==> src/rtl/mips_pkg.sv <==
// Shared opcodes, functs, field widths, FSM and ALU encodings for the multi-cycle MIPS core.
// Combinational helpers only; no latency or flow control of their own.
package mips_pkg;

  localparam int OPCODE_W = 6;
  localparam int REGF_W   = 5;
  localparam int SHAMT_W  = 5;
  localparam int FUNCT_W  = 6;
  localparam int IMM_W    = 16;
  localparam int JADDR_W  = 26;

  localparam logic [OPCODE_W-1:0] OP_RTYPE = 6'h00;
  localparam logic [OPCODE_W-1:0] OP_J     = 6'h02;
  localparam logic [OPCODE_W-1:0] OP_BEQ   = 6'h04;
  localparam logic [OPCODE_W-1:0] OP_BNE   = 6'h05;
  localparam logic [OPCODE_W-1:0] OP_ADDI  = 6'h08;
  localparam logic [OPCODE_W-1:0] OP_LW    = 6'h23;
  localparam logic [OPCODE_W-1:0] OP_SW    = 6'h2B;

  localparam logic [FUNCT_W-1:0] FN_SLL = 6'h00;
  localparam logic [FUNCT_W-1:0] FN_SRL = 6'h02;
  localparam logic [FUNCT_W-1:0] FN_ADD = 6'h20;
  localparam logic [FUNCT_W-1:0] FN_SUB = 6'h22;
  localparam logic [FUNCT_W-1:0] FN_AND = 6'h24;
  localparam logic [FUNCT_W-1:0] FN_OR  = 6'h25;
  localparam logic [FUNCT_W-1:0] FN_SLT = 6'h2A;

  typedef enum logic [2:0] {FETCH, DECODE, EXEC, MEM, WB, HALT} state_t;

  typedef enum logic [2:0] {ALU_ADD, ALU_SUB, ALU_AND, ALU_OR, ALU_SLT, ALU_SLL, ALU_SRL} alu_op_t;

  function automatic logic is_legal(input logic [OPCODE_W-1:0] op, input logic [FUNCT_W-1:0] fn);
    logic v;
    v = 1'b0;
    case (op)
      OP_RTYPE: begin
        case (fn)
          FN_SLL, FN_SRL, FN_ADD, FN_SUB, FN_AND, FN_OR, FN_SLT: v = 1'b1;
          default: v = 1'b0;
        endcase
      end
      OP_J, OP_BEQ, OP_BNE, OP_ADDI, OP_LW, OP_SW: v = 1'b1;
      default: v = 1'b0;
    endcase
    return v;
  endfunction

  // Branches compare through SUB so the ALU zero flag decides taken/not-taken.
  function automatic alu_op_t alu_sel(input logic [OPCODE_W-1:0] op, input logic [FUNCT_W-1:0] fn);
    alu_op_t s;
    s = ALU_ADD;
    if (op == OP_RTYPE) begin
      case (fn)
        FN_SUB:  s = ALU_SUB;
        FN_AND:  s = ALU_AND;
        FN_OR:   s = ALU_OR;
        FN_SLT:  s = ALU_SLT;
        FN_SLL:  s = ALU_SLL;
        FN_SRL:  s = ALU_SRL;
        default: s = ALU_ADD;
      endcase
    end else if (op == OP_BEQ || op == OP_BNE) begin
      s = ALU_SUB;
    end
    return s;
  endfunction

endpackage

==> src/rtl/mc_alu.sv <==
// Combinational ALU: zero latency, no flow control. Shifts operate on i_b by i_shamt.
module mc_alu
  import mips_pkg::*;
#(
  parameter int XLEN = 32
) (
  input  logic [XLEN-1:0]    i_a,
  input  logic [XLEN-1:0]    i_b,
  input  logic [SHAMT_W-1:0] i_shamt,
  input  alu_op_t            i_op,
  output logic [XLEN-1:0]    o_result,
  output logic               o_zero
);

  always_comb begin
    o_result = '0;
    case (i_op)
      ALU_ADD: o_result = i_a + i_b;
      ALU_SUB: o_result = i_a - i_b;
      ALU_AND: o_result = i_a & i_b;
      ALU_OR:  o_result = i_a | i_b;
      ALU_SLT: o_result = {{(XLEN-1){1'b0}}, ($signed(i_a) < $signed(i_b))};
      ALU_SLL: o_result = i_b << i_shamt;
      ALU_SRL: o_result = i_b >> i_shamt;
      default: o_result = '0;
    endcase
  end

  assign o_zero = (o_result == '0);

endmodule

==> src/rtl/mips_multicycle_core.sv <==
// Multi-cycle MIPS subset core on one shared word memory port; R/addi 4, lw 5, sw 4, branch/j 3 cycles.
// Each memory access holds req/addr/we/wdata until mem_ready, adding one cycle per wait state.
module mips_multicycle_core
  import mips_pkg::*;
#(
  parameter int               XLEN     = 32,
  parameter int               NREGS    = 32,
  parameter int               ADDR_W   = 12,
  parameter logic [ADDR_W-1:0] RESET_PC = '0
) (
  input  logic              clk,
  input  logic              rst,
  output logic              mem_req,
  output logic              mem_we,
  output logic [ADDR_W-1:0] mem_addr,
  output logic [XLEN-1:0]   mem_wdata,
  input  logic [XLEN-1:0]   mem_rdata,
  input  logic              mem_ready,
  output logic              retire,
  output logic              halted,
  output logic [ADDR_W-1:0] pc
);

  localparam int RIDX_W = (NREGS > 1) ? $clog2(NREGS) : 1;

  state_t            r_state;
  logic [ADDR_W-1:0] r_pc;
  logic [31:0]       r_ir;
  logic [XLEN-1:0]   r_a;
  logic [XLEN-1:0]   r_b;
  logic [XLEN-1:0]   r_alu_out;
  logic [XLEN-1:0]   r_mdr;
  logic              r_mem_req;
  logic              r_mem_we;
  logic [ADDR_W-1:0] r_mem_addr;
  logic [XLEN-1:0]   r_mem_wdata;
  logic              r_retire;
  logic              r_halted;
  logic [XLEN-1:0]   r_regs [NREGS];

  logic [OPCODE_W-1:0] w_op;
  logic [FUNCT_W-1:0]  w_funct;
  logic [REGF_W-1:0]   w_rs;
  logic [REGF_W-1:0]   w_rt;
  logic [REGF_W-1:0]   w_rd;
  logic [RIDX_W-1:0]   w_rs_i;
  logic [RIDX_W-1:0]   w_rt_i;
  logic [RIDX_W-1:0]   w_dest_i;
  logic [XLEN-1:0]     w_imm_ext;
  logic                w_is_r;
  logic                w_use_b;
  logic [XLEN-1:0]     w_alu_b;
  alu_op_t             w_alu_op;
  logic [XLEN-1:0]     w_alu_res;
  logic                w_alu_zero;
  logic                w_taken;
  logic [ADDR_W-1:0]   w_br_tgt;
  logic [ADDR_W-1:0]   w_jtgt;
  logic [XLEN-1:0]     w_wb_data;

  always_comb begin
    w_op      = r_ir[31:26];
    w_rs      = r_ir[25:21];
    w_rt      = r_ir[20:16];
    w_rd      = r_ir[15:11];
    w_funct   = r_ir[5:0];
    w_rs_i    = w_rs[RIDX_W-1:0];
    w_rt_i    = w_rt[RIDX_W-1:0];
    w_is_r    = (w_op == OP_RTYPE);
    w_dest_i  = w_is_r ? w_rd[RIDX_W-1:0] : w_rt_i;
    w_imm_ext = {{(XLEN-IMM_W){r_ir[15]}}, r_ir[15:0]};
    w_use_b   = w_is_r || (w_op == OP_BEQ) || (w_op == OP_BNE);
    w_alu_b   = w_use_b ? r_b : w_imm_ext;
    w_alu_op  = alu_sel(w_op, w_funct);
    w_taken   = (w_op == OP_BEQ) ? w_alu_zero : !w_alu_zero;
    // r_pc already points past the branch, so the offset is relative to pc+1.
    w_br_tgt  = r_pc + w_imm_ext[ADDR_W-1:0];
    w_jtgt    = r_ir[ADDR_W-1:0];
    w_wb_data = (w_op == OP_LW) ? r_mdr : r_alu_out;
  end

  mc_alu #(.XLEN(XLEN)) u_alu (
    .i_a      (r_a),
    .i_b      (w_alu_b),
    .i_shamt  (r_ir[10:6]),
    .i_op     (w_alu_op),
    .o_result (w_alu_res),
    .o_zero   (w_alu_zero)
  );

  // Memory request signals are registered a state ahead, so they are stable for the whole access.
  always_ff @(posedge clk or posedge rst) begin
    if (rst) begin
      r_state     <= FETCH;
      r_pc        <= RESET_PC;
      r_ir        <= '0;
      r_a         <= '0;
      r_b         <= '0;
      r_alu_out   <= '0;
      r_mdr       <= '0;
      r_mem_req   <= 1'b0;
      r_mem_we    <= 1'b0;
      r_mem_addr  <= '0;
      r_mem_wdata <= '0;
      r_retire    <= 1'b0;
      r_halted    <= 1'b0;
      for (int i = 0; i < NREGS; i++) r_regs[i] <= '0;
    end else begin
      r_retire <= 1'b0;
      case (r_state)
        FETCH: begin
          if (!r_mem_req) begin
            r_mem_req  <= 1'b1;
            r_mem_we   <= 1'b0;
            r_mem_addr <= r_pc;
          end else if (mem_ready) begin
            r_ir      <= mem_rdata[31:0];
            r_pc      <= r_pc + 1'b1;
            r_mem_req <= 1'b0;
            r_state   <= DECODE;
          end
        end
        DECODE: begin
          r_a <= (w_rs_i == '0) ? '0 : r_regs[w_rs_i];
          r_b <= (w_rt_i == '0) ? '0 : r_regs[w_rt_i];
          if (!is_legal(w_op, w_funct)) begin
            r_halted <= 1'b1;
            r_state  <= HALT;
          end else begin
            r_state  <= EXEC;
          end
        end
        EXEC: begin
          case (w_op)
            OP_LW, OP_SW: begin
              r_mem_req   <= 1'b1;
              r_mem_we    <= (w_op == OP_SW);
              r_mem_addr  <= w_alu_res[ADDR_W-1:0];
              r_mem_wdata <= r_b;
              r_state     <= MEM;
            end
            OP_BEQ, OP_BNE: begin
              if (w_taken) begin
                r_pc       <= w_br_tgt;
                r_mem_addr <= w_br_tgt;
              end else begin
                r_mem_addr <= r_pc;
              end
              r_mem_req <= 1'b1;
              r_mem_we  <= 1'b0;
              r_retire  <= 1'b1;
              r_state   <= FETCH;
            end
            OP_J: begin
              r_pc       <= w_jtgt;
              r_mem_addr <= w_jtgt;
              r_mem_req  <= 1'b1;
              r_mem_we   <= 1'b0;
              r_retire   <= 1'b1;
              r_state    <= FETCH;
            end
            default: begin
              r_alu_out <= w_alu_res;
              r_state   <= WB;
            end
          endcase
        end
        MEM: begin
          if (mem_ready) begin
            if (r_mem_we) begin
              r_mem_we   <= 1'b0;
              r_mem_addr <= r_pc;
              r_retire   <= 1'b1;
              r_state    <= FETCH;
            end else begin
              r_mdr     <= mem_rdata;
              r_mem_req <= 1'b0;
              r_state   <= WB;
            end
          end
        end
        WB: begin
          if (w_dest_i != '0) r_regs[w_dest_i] <= w_wb_data;
          r_mem_req  <= 1'b1;
          r_mem_we   <= 1'b0;
          r_mem_addr <= r_pc;
          r_retire   <= 1'b1;
          r_state    <= FETCH;
        end
        HALT: begin
          r_mem_req <= 1'b0;
          r_halted  <= 1'b1;
        end
        default: begin
          r_mem_req <= 1'b0;
          r_halted  <= 1'b1;
          r_state   <= HALT;
        end
      endcase
    end
  end

  assign mem_req   = r_mem_req;
  assign mem_we    = r_mem_we;
  assign mem_addr  = r_mem_addr;
  assign mem_wdata = r_mem_wdata;
  assign retire    = r_retire;
  assign halted    = r_halted;
  assign pc        = r_pc;

endmodule

==> config.mk <==
export PLATFORM = sky130hd
export DESIGN_NAME = mips_multicycle_core
export DESIGN_NICKNAME = d
export VERILOG_FILES = /design/src/rtl/mips_pkg.sv /design/src/rtl/mc_alu.sv /design/src/rtl/mips_multicycle_core.sv
export SDC_FILE = /design/constraint.sdc
export NUM_CORES = 2
export LEC_CHECK = 0
export ABC_CLOCK_PERIOD_IN_PS = 53400
export CORE_ASPECT_RATIO = 0.6
export CORE_UTILIZATION = 55
export CTS_CLUSTER_DIAMETER = 80
export DETAILED_ROUTE_END_ITERATION = 7
export HOLD_SLACK_MARGIN = 0.06
export PLACE_DENSITY = 0.71
export SLEW_MARGIN = 5
export SYNTH_ARGS = -nofsm -noshare
export SYNTH_HDL_FRONTEND = slang
export SYNTH_SLANG_ARGS = --single-unit
==> constraint.sdc <==
create_clock -name clk -period 53.4 [get_ports clk]
set_input_delay 5.34 -clock clk [delete_from_list [all_inputs] [get_ports clk]]
set_output_delay 5.34 -clock clk [all_outputs]
set_load 0.02 [all_outputs]
=== Yosys cells after proc, flatten, opt, wreduce, memory -nomap -nowiden ===
Index checks and enable logic that the tools add are counted.

* Flip-flop bits (word level): 1,247
* Input bits: 35
* Output and inout bits: 60
* Word-level logic and storage cells: 188

* Add/sub/neg operators: 4
* Order comparisons: 5
* Equal/unequal tests: 34
* Shift operators: 2
* Mux-type cells: 55
* Bitwise operators: 10
* Reduce and logical (&&, ||, !) cells: 33

{| class="wikitable"
|+ Operators by type and width
! operator !! number
|-
| 1024-bit bitwise mux || 1
|-
| 32-bit binary-select mux with 5-bit select || 2
|-
| 32-bit two-way mux || 9
|-
| 32-bit case mux with 7 select lines || 1
|-
| 32-bit demux with 5-bit select || 1
|-
| 12-bit two-way mux || 6
|-
| 12-bit case mux with 2 select lines || 2
|-
| 12-bit case mux with 4 select lines || 1
|-
| 6-bit == test (second input constant) || 7
|-
| 12-bit case mux with 3 select lines || 1
|-
| 3-bit case mux with 6 select lines || 2
|-
| 32-bit adder || 1
|-
| 32-bit AND || 1
|-
| 32-bit zero test || 1
|-
| 32-bit less-than comparator || 1
|-
| 32-bit bitwise OR || 1
|-
| 32-bit by 5-bit << shifter with 32-bit output || 1
|-
| 32-bit by 5-bit >> shifter with 32-bit output || 1
|-
| 32-bit subtractor || 1
|-
| 6-bit >= comparator (second input constant) || 3
|-
| 3-bit two-way mux || 6
|-
| 5-bit NOT with 6-bit output || 3
|-
| 2-bit inequality test (second input constant) || 8
|-
| 4-bit AND reduction || 4
|-
| 37 further kinds || 78
|}

=== Longest topological paths before layout ===
* Word-level depth: 12
* Gate-level depth with buffers: 29
* Gate-level depth less buffers: 20

=== Cells and area by module ===
Synthesis repeated with hierarchy kept, for this count alone.

* Cell total of the unflattened synthesis: 7,068
* Area total of the unflattened synthesis: 72,472.0 um2

{| class="wikitable"
|+ Modules (own cells, without submodules)
! module !! times used !! cells an instance !! area an instance (um2) !! seq. area each (um2)
|-
| mips_multicycle_core || 1 || 5,730 || 63,359.5 || 31,204.9
|-
| mc_alu || 1 || 1,338 || 9,112.5 || 0.0
|}

=== Worst setup path before layout ===
OpenSTA, ideal clock, no wires.

* Path type: input to register
* Start point: input port mem_ready
* End point: register r_mem_addr[2], in the netlist mem_addr[2]
* Library setup time: 0.079 ns
* Arrival: 7.185 ns
* Required time: 53.321 ns
* Slack: 46.136 ns
* Stages: 9
* Path buffers: 3
* Cell sequence: clkbuf_1 -> nand2_1 -> a2111o_1 -> a31oi_1 -> clkbuf_1 -> clkbuf_1 -> nand2_1 -> a21oi_1 -> a2bb2oi_1

* Word-level cells in the longest chain between the ends: 2

{| class="wikitable"
|+ RTL lines
! element !! RTL line !! text
|-
| from (decl) || mips_multicycle_core.sv:18 || <nowiki>input logic mem_ready,</nowiki>
|-
| 2-bit inequality test (no line) || n/a ||
|-
| 5-bit AND reduction (no line) || n/a ||
|-
| to (signal assigned) || mips_multicycle_core.sv:115 || <nowiki>r_mem_addr <= r_pc;</nowiki>
|-
| to (signal assigned) || mips_multicycle_core.sv:138 || <nowiki>r_mem_addr <= w_alu_res[ADDR_W-1:0];</nowiki>
|-
| to (signal assigned) || mips_multicycle_core.sv:145 || <nowiki>r_mem_addr <= w_br_tgt;</nowiki>
|-
| to (decl) || mips_multicycle_core.sv:35 || <nowiki>logic [ADDR_W-1:0] r_mem_addr;</nowiki>
|}

No other way between the ends.
A chain may end at the register's enable or synchronous reset.

=== Final worst setup path ===
* Start point: register r_ir[29]
* End point: register r_pc[2], in the netlist pc[2]

* Word-level cells in the longest chain between the ends: 12
* Elaborated cells on any way between the ends: 34
* Classes of those cells: add/sub (2); order compare (1); eq/ne (10); shift (2); mux (8); bitwise (2); reduce/logical (9)

{| class="wikitable"
|+ RTL lines
! element !! RTL line !! text
|-
| from (decl) || mips_multicycle_core.sv:28 || <nowiki>logic [31:0] r_ir;</nowiki>
|-
| from (signal assigned) || mips_multicycle_core.sv:117 || <nowiki>r_ir <= mem_rdata[31:0];</nowiki>
|-
| 6-bit by 3-bit == test with 1-bit output, or another cell as far along || n/a ||
|-
| 1-bit logical OR, on equally long branches || mips_multicycle_core.sv:72, mips_pkg.sv:62 ||
|-
| 1-bit logical OR or 1-bit two-way mux (tied branches) || mips_multicycle_core.sv:72, mips_pkg.sv:62 ||
|-
| 32-bit two-way mux or 3-bit two-way mux (tied branches) || mips_multicycle_core.sv:73, mips_pkg.sv:52 ||
|-
| 32-bit subtractor, or another cell as far along || mc_alu.sv:19 || <nowiki>ALU_SUB: o_result = i_a - i_b;</nowiki>
|-
| 32-bit case mux with 7 select lines || mc_alu.sv:17 || <nowiki>case (i_op)</nowiki>
|-
| 32-bit zero test || mc_alu.sv:29 || <nowiki>assign o_zero = (o_result == '0);</nowiki>
|-
| 1-bit zero test || mips_multicycle_core.sv:75 || <nowiki>w_taken = (w_op == OP_BEQ) ? w_alu_zero : !w_alu_zero;</nowiki>
|-
| 1-bit two-way mux || mips_multicycle_core.sv:75 ||
|-
| 12-bit two-way mux || n/a ||
|-
| 12-bit case mux with 2 select lines || mips_multicycle_core.sv:134 || <nowiki>case (w_op)</nowiki>
|-
| 12-bit case mux with 2 select lines || mips_multicycle_core.sv:110 || <nowiki>case (r_state)</nowiki>
|-
| to (signal assigned) || mips_multicycle_core.sv:118 || <nowiki>r_pc <= r_pc + 1'b1;</nowiki>
|-
| to (signal assigned) || mips_multicycle_core.sv:144 || <nowiki>r_pc <= w_br_tgt;</nowiki>
|-
| to (signal assigned) || mips_multicycle_core.sv:155 || <nowiki>r_pc <= w_jtgt;</nowiki>
|-
| to (decl) || mips_multicycle_core.sv:27 || <nowiki>logic [ADDR_W-1:0] r_pc;</nowiki>
|}

Parallel ways exist; a longest one is shown, timed or not.

==> results.py <==
metrics = {
    "run_status": {
        "run_status": "complete, but fails checks",
        "violations": "design-rule violations, max-capacitance violations, max-slew violations",
    },
    "grt": {
        "aggregate_global_route_resource_usage": 0.4393,
        "antenna_found_initial": 13,
        "grt_max_degree": 182,
        "grt_pass1_vias": 59654,
        "global_route.overflow_total": 0,
        "grt_first_pass_wirelength_um": 422900,
    },
    "logic_synthesis": {
        "post_synth_num_cell_types": 95,
        "ys_warn_count": 0,
        "synth_edf_count": 0,
        "synth-seq-cells": 1247,
        "synthCells": 7205,
        "synth-main-ff-cell": "dfrtp_1",
        "synth.cell_area_um2": 72330,
        "postSynthNetCount": 7361,
        "synthArstFlopShare": 1.000,
        "synth.avg_cell_area_um2": 10.04,
        "synth_sequential_area_ratio": 0.4314,
    },
    "hold_path": {
        "timing.hold.worst_path_depth": 0,
        "hold_path_startpoint": "r_regs[994]",
        "worstHoldEndpoint": "r_regs[994]",
        "hp-class": "flip-flop to flip-flop",
    },
    "setup_path": {
        "worst_reg2reg_startpoint": "r_ir[29]",
        "crit_path_max_incr_delay_ps": 1040,
        "critical_path_class": "flip-flop to flip-flop",
        "worst-endpoint-arrival_ps": 10080,
        "crit-reg2reg-capture": "pc[2]",
        "crit_path_top_delay_cell": "o311ai_0",
        "required_ps": 54100,
        "reg2reg_setup_slack_ps": 44030,
        "timing.critical_path.from_type": "flip-flop",
        "cpLargestDelayFamily": "compound AO/OA/AOI/OAI gates",
        "cpMostUsedCell": "o21ai_1",
        "r2r.worst_path.cells": 20,
        "crit_buf_inv": 2,
        "setup.worst_path.end_class": "flip-flop",
        "crit_fanout": 23,
        "path_cells": "or4_4, buf_4, o21ai_1, o21ai_1, ha_1, nor4_1, o211ai_1, nand3_1, o311ai_0, nand3_1, a221o_1, a2111oi_0, o311ai_2, nor4_2, buf_4, nand4_1, o21ai_1, a21oi_1, a2111oi_2, o32a_1",
    },
    "placement": {
        "dp.cells": 8504,
        "place.gp.congestion": 1.093,
        "dp_hpwl_um": 189200,
        "port-buffer-count": 94,
    },
    "timing": {
        "rsz0062_at_grt": "no",
        "final.hold.worst_slack_ps": 396.9,
        "final.setup_skew_ps": 74.43,
        "worst_slew_margin_rel": -0.07203,
        "timing.final.max_slew_violations": 7,
        "pin_slew_with_the_least_headroom_to_its_limit_ps": 1597,
        "finalSetupTns_ps": 0,
        "hold_viol_final": 0,
        "finalCritPeriodShare": 0.1755,
        "achievable-frequency_mhz": 106.7,
        "setup_viol": 0,
        "fin_crit_ps": 9374,
    },
    "routing": {
        "drc": 3,
        "drt-wirelength-per-cell_um": 33.46,
        "drt.antenna.violating_nets": 0,
        "avgViaCountPerCell": 7.168,
        "detail_route.wirelength_um": 292000,
        "drt_pre_antenna_iters": 8,
        "via_count": 62546,
        "first_iter_violations": 9574,
    },
    "pwr": {
        "vdd_drop_max_mv": 0.04200,
        "cellPowerDensity_nw_per_um2": 73.02,
        "p_leak_nw": 33.24,
    },
    "floorplanning": {
        "boundaryPins": 95,
        "initial_utilization": 0.5578,
        "core_area_um2": 129700,
        "die_area_um2": 133000,
        "die_w_um": 470.2,
        "floorplan.rows": 102,
        "die_h_um": 282.9,
    },
    "clock_network": {
        "cts_buffers": 116,
        "clock_root_buffer": "clkbuf_16",
        "clock_tree.htree_level_count": 3,
        "cts_hold_fix_bufs": 0,
        "cts-root-to-sink-buffers": 3,
        "cts_tree": "built",
        "tritoncts_num_sinks": 1247,
        "clkSlewWorstSetupHoldPaths_ps": 70,
        "post-cts-setup-buffers": 0,
        "worstSkewPairLatency_ps": 780,
        "post_cts_resized": 0,
    },
    "final_layout": {
        "postLayoutCoreUtil": 0.6098,
        "post_route_cells_drive_above_1_share": 0.1700,
        "finish.net_count": 7062,
        "flow.area_growth_from_synthesis_pct": 9.328,
        "final_cells": 8726,
    },
    "flow_run": {
        "maxCapViolCount": 3,
    },
}
## cells in the final DEF (no fill, tap or decap), drive strengths merged, types with 51 or more instances in the layout
cell	synthesis	layout
mux2	124	124
o211ai	60	60
inv	120	123
clkdlybuf4s50	0	94
dfrtp	1247	1247
nor3	77	77
buf	100	194
a221oi	54	54
mux4	515	515
nand3	87	87
nor2	831	831
nand2	870	870
o22ai	97	97
a21oi	710	710
o21ai	664	664
clkbuf	605	158
a211oi	51	51
ha	118	118
mux2i	247	247
## per-stage QoR
stage	area (um^2)	power, mW	setup slack [ps]
floorplan	72330	3.525	12920
global placement	74830	4.619	43690
detailed placement	74840	4.675	44110
CTS	79060	5.607	44740
global route	79070	5.973	43900
finish	79070	5.774	44030
## worst max path at each step
| stage | from | end | slack (ps) | cells after the start |
|---|---|---|---|---|
| detailed placement | rst | mem_wdata[24] | 44110 | 5 |
| global placement | r_ir[29] | pc[2] | 43690 | 20 |
| CTS | r_ir[29] | pc[2] | 44740 | 21 |
| finish | r_ir[29] | pc[2] | 44030 | 20 |
| global route | r_ir[29] | pc[2] | 43900 | 21 |
| floorplan | rst | halted | 12920 | 1 |
## kinds of logic after synthesis
group,share of synthesized area
and+or+nand+nor,0.1211
AOI/OAI and AO/OA,0.1642
DFF,0.4314
muxes,0.2138
buffers and inverters,0.04385
adders and majority gates,0.02124
xor gates and xnor gates,0.004238
## cell type report
class	count	area (um^2)
Sequential cell	1247	31240
Antenna cell	3	7.507
Multi-Input combinational cell	5131	38480
Fill cell	10528	50590
Timing Repair Buffer	288	2510
Clock buffer	158	3271
Inverter	122	467.9
Tap cell	1716	2147
Clock inverter	61	952.2
## state kept, by name, indices dropped and copies added, names as in the netlist
register   cells
retire         1
r_ir          32
r_regs      1024
halted         1
r_alu_out     32
pc            12
mem_addr      12
r_b           32
mem_we         1
mem_wdata     32
r_state        3
mem_req        1
r_a           32
r_mdr         32
## worst reg2reg max path: cells and delay by family, from the launching register on
family / cells / cell delay [ps]
flops: 1 / 530
simple gates: 6 / 2190
compound gates: 11 / 5270
fa+ha+maj: 1 / 740
buf+inv: 2 / 570
## power by group
part | leakage (nW) | total (mW) | switching (mW) | internal, mW
combinational | 14.7 | 3.18 | 2.03 | 1.16
clock | 2.05 | 0.927 | 0.405 | 0.521
sequential | 16.5 | 1.67 | 0.377 | 1.29
total | 33.2 | 5.77 | 2.81 | 2.97
## cells in the mapped netlist, drive strengths merged, types with 26 or more instances
library cell  number  share of area
or2               28         0.0024
a21oi            710          0.049
nor3              77         0.0055
buf              100         0.0061
nor4              26         0.0026
dfrtp           1247           0.43
inv              120         0.0062
and3              32         0.0028
nor2b             29         0.0025
o21ai            664          0.046
a221oi            54         0.0065
mux4             515           0.16
a211oi            51         0.0054
a31oi             42         0.0036
xnor2             34         0.0041
o221ai            49         0.0059
a22o              47         0.0057
nand3             87         0.0060
clkbuf           605          0.031
ha               118          0.020
o211ai            60         0.0062
mux2i            247          0.034
mux2             124          0.019
o22ai             97         0.0084
nor2             831          0.043
nand2            870          0.045
## metal layers
metal	wire length, um	GRT usage
met3	47520	0.2005
met5	230	0.007818
met1	117800	0.6285
met4	13510	0.1813
met2	112900	0.5697
No activity file was read; power rests on OpenSTA's default activity.
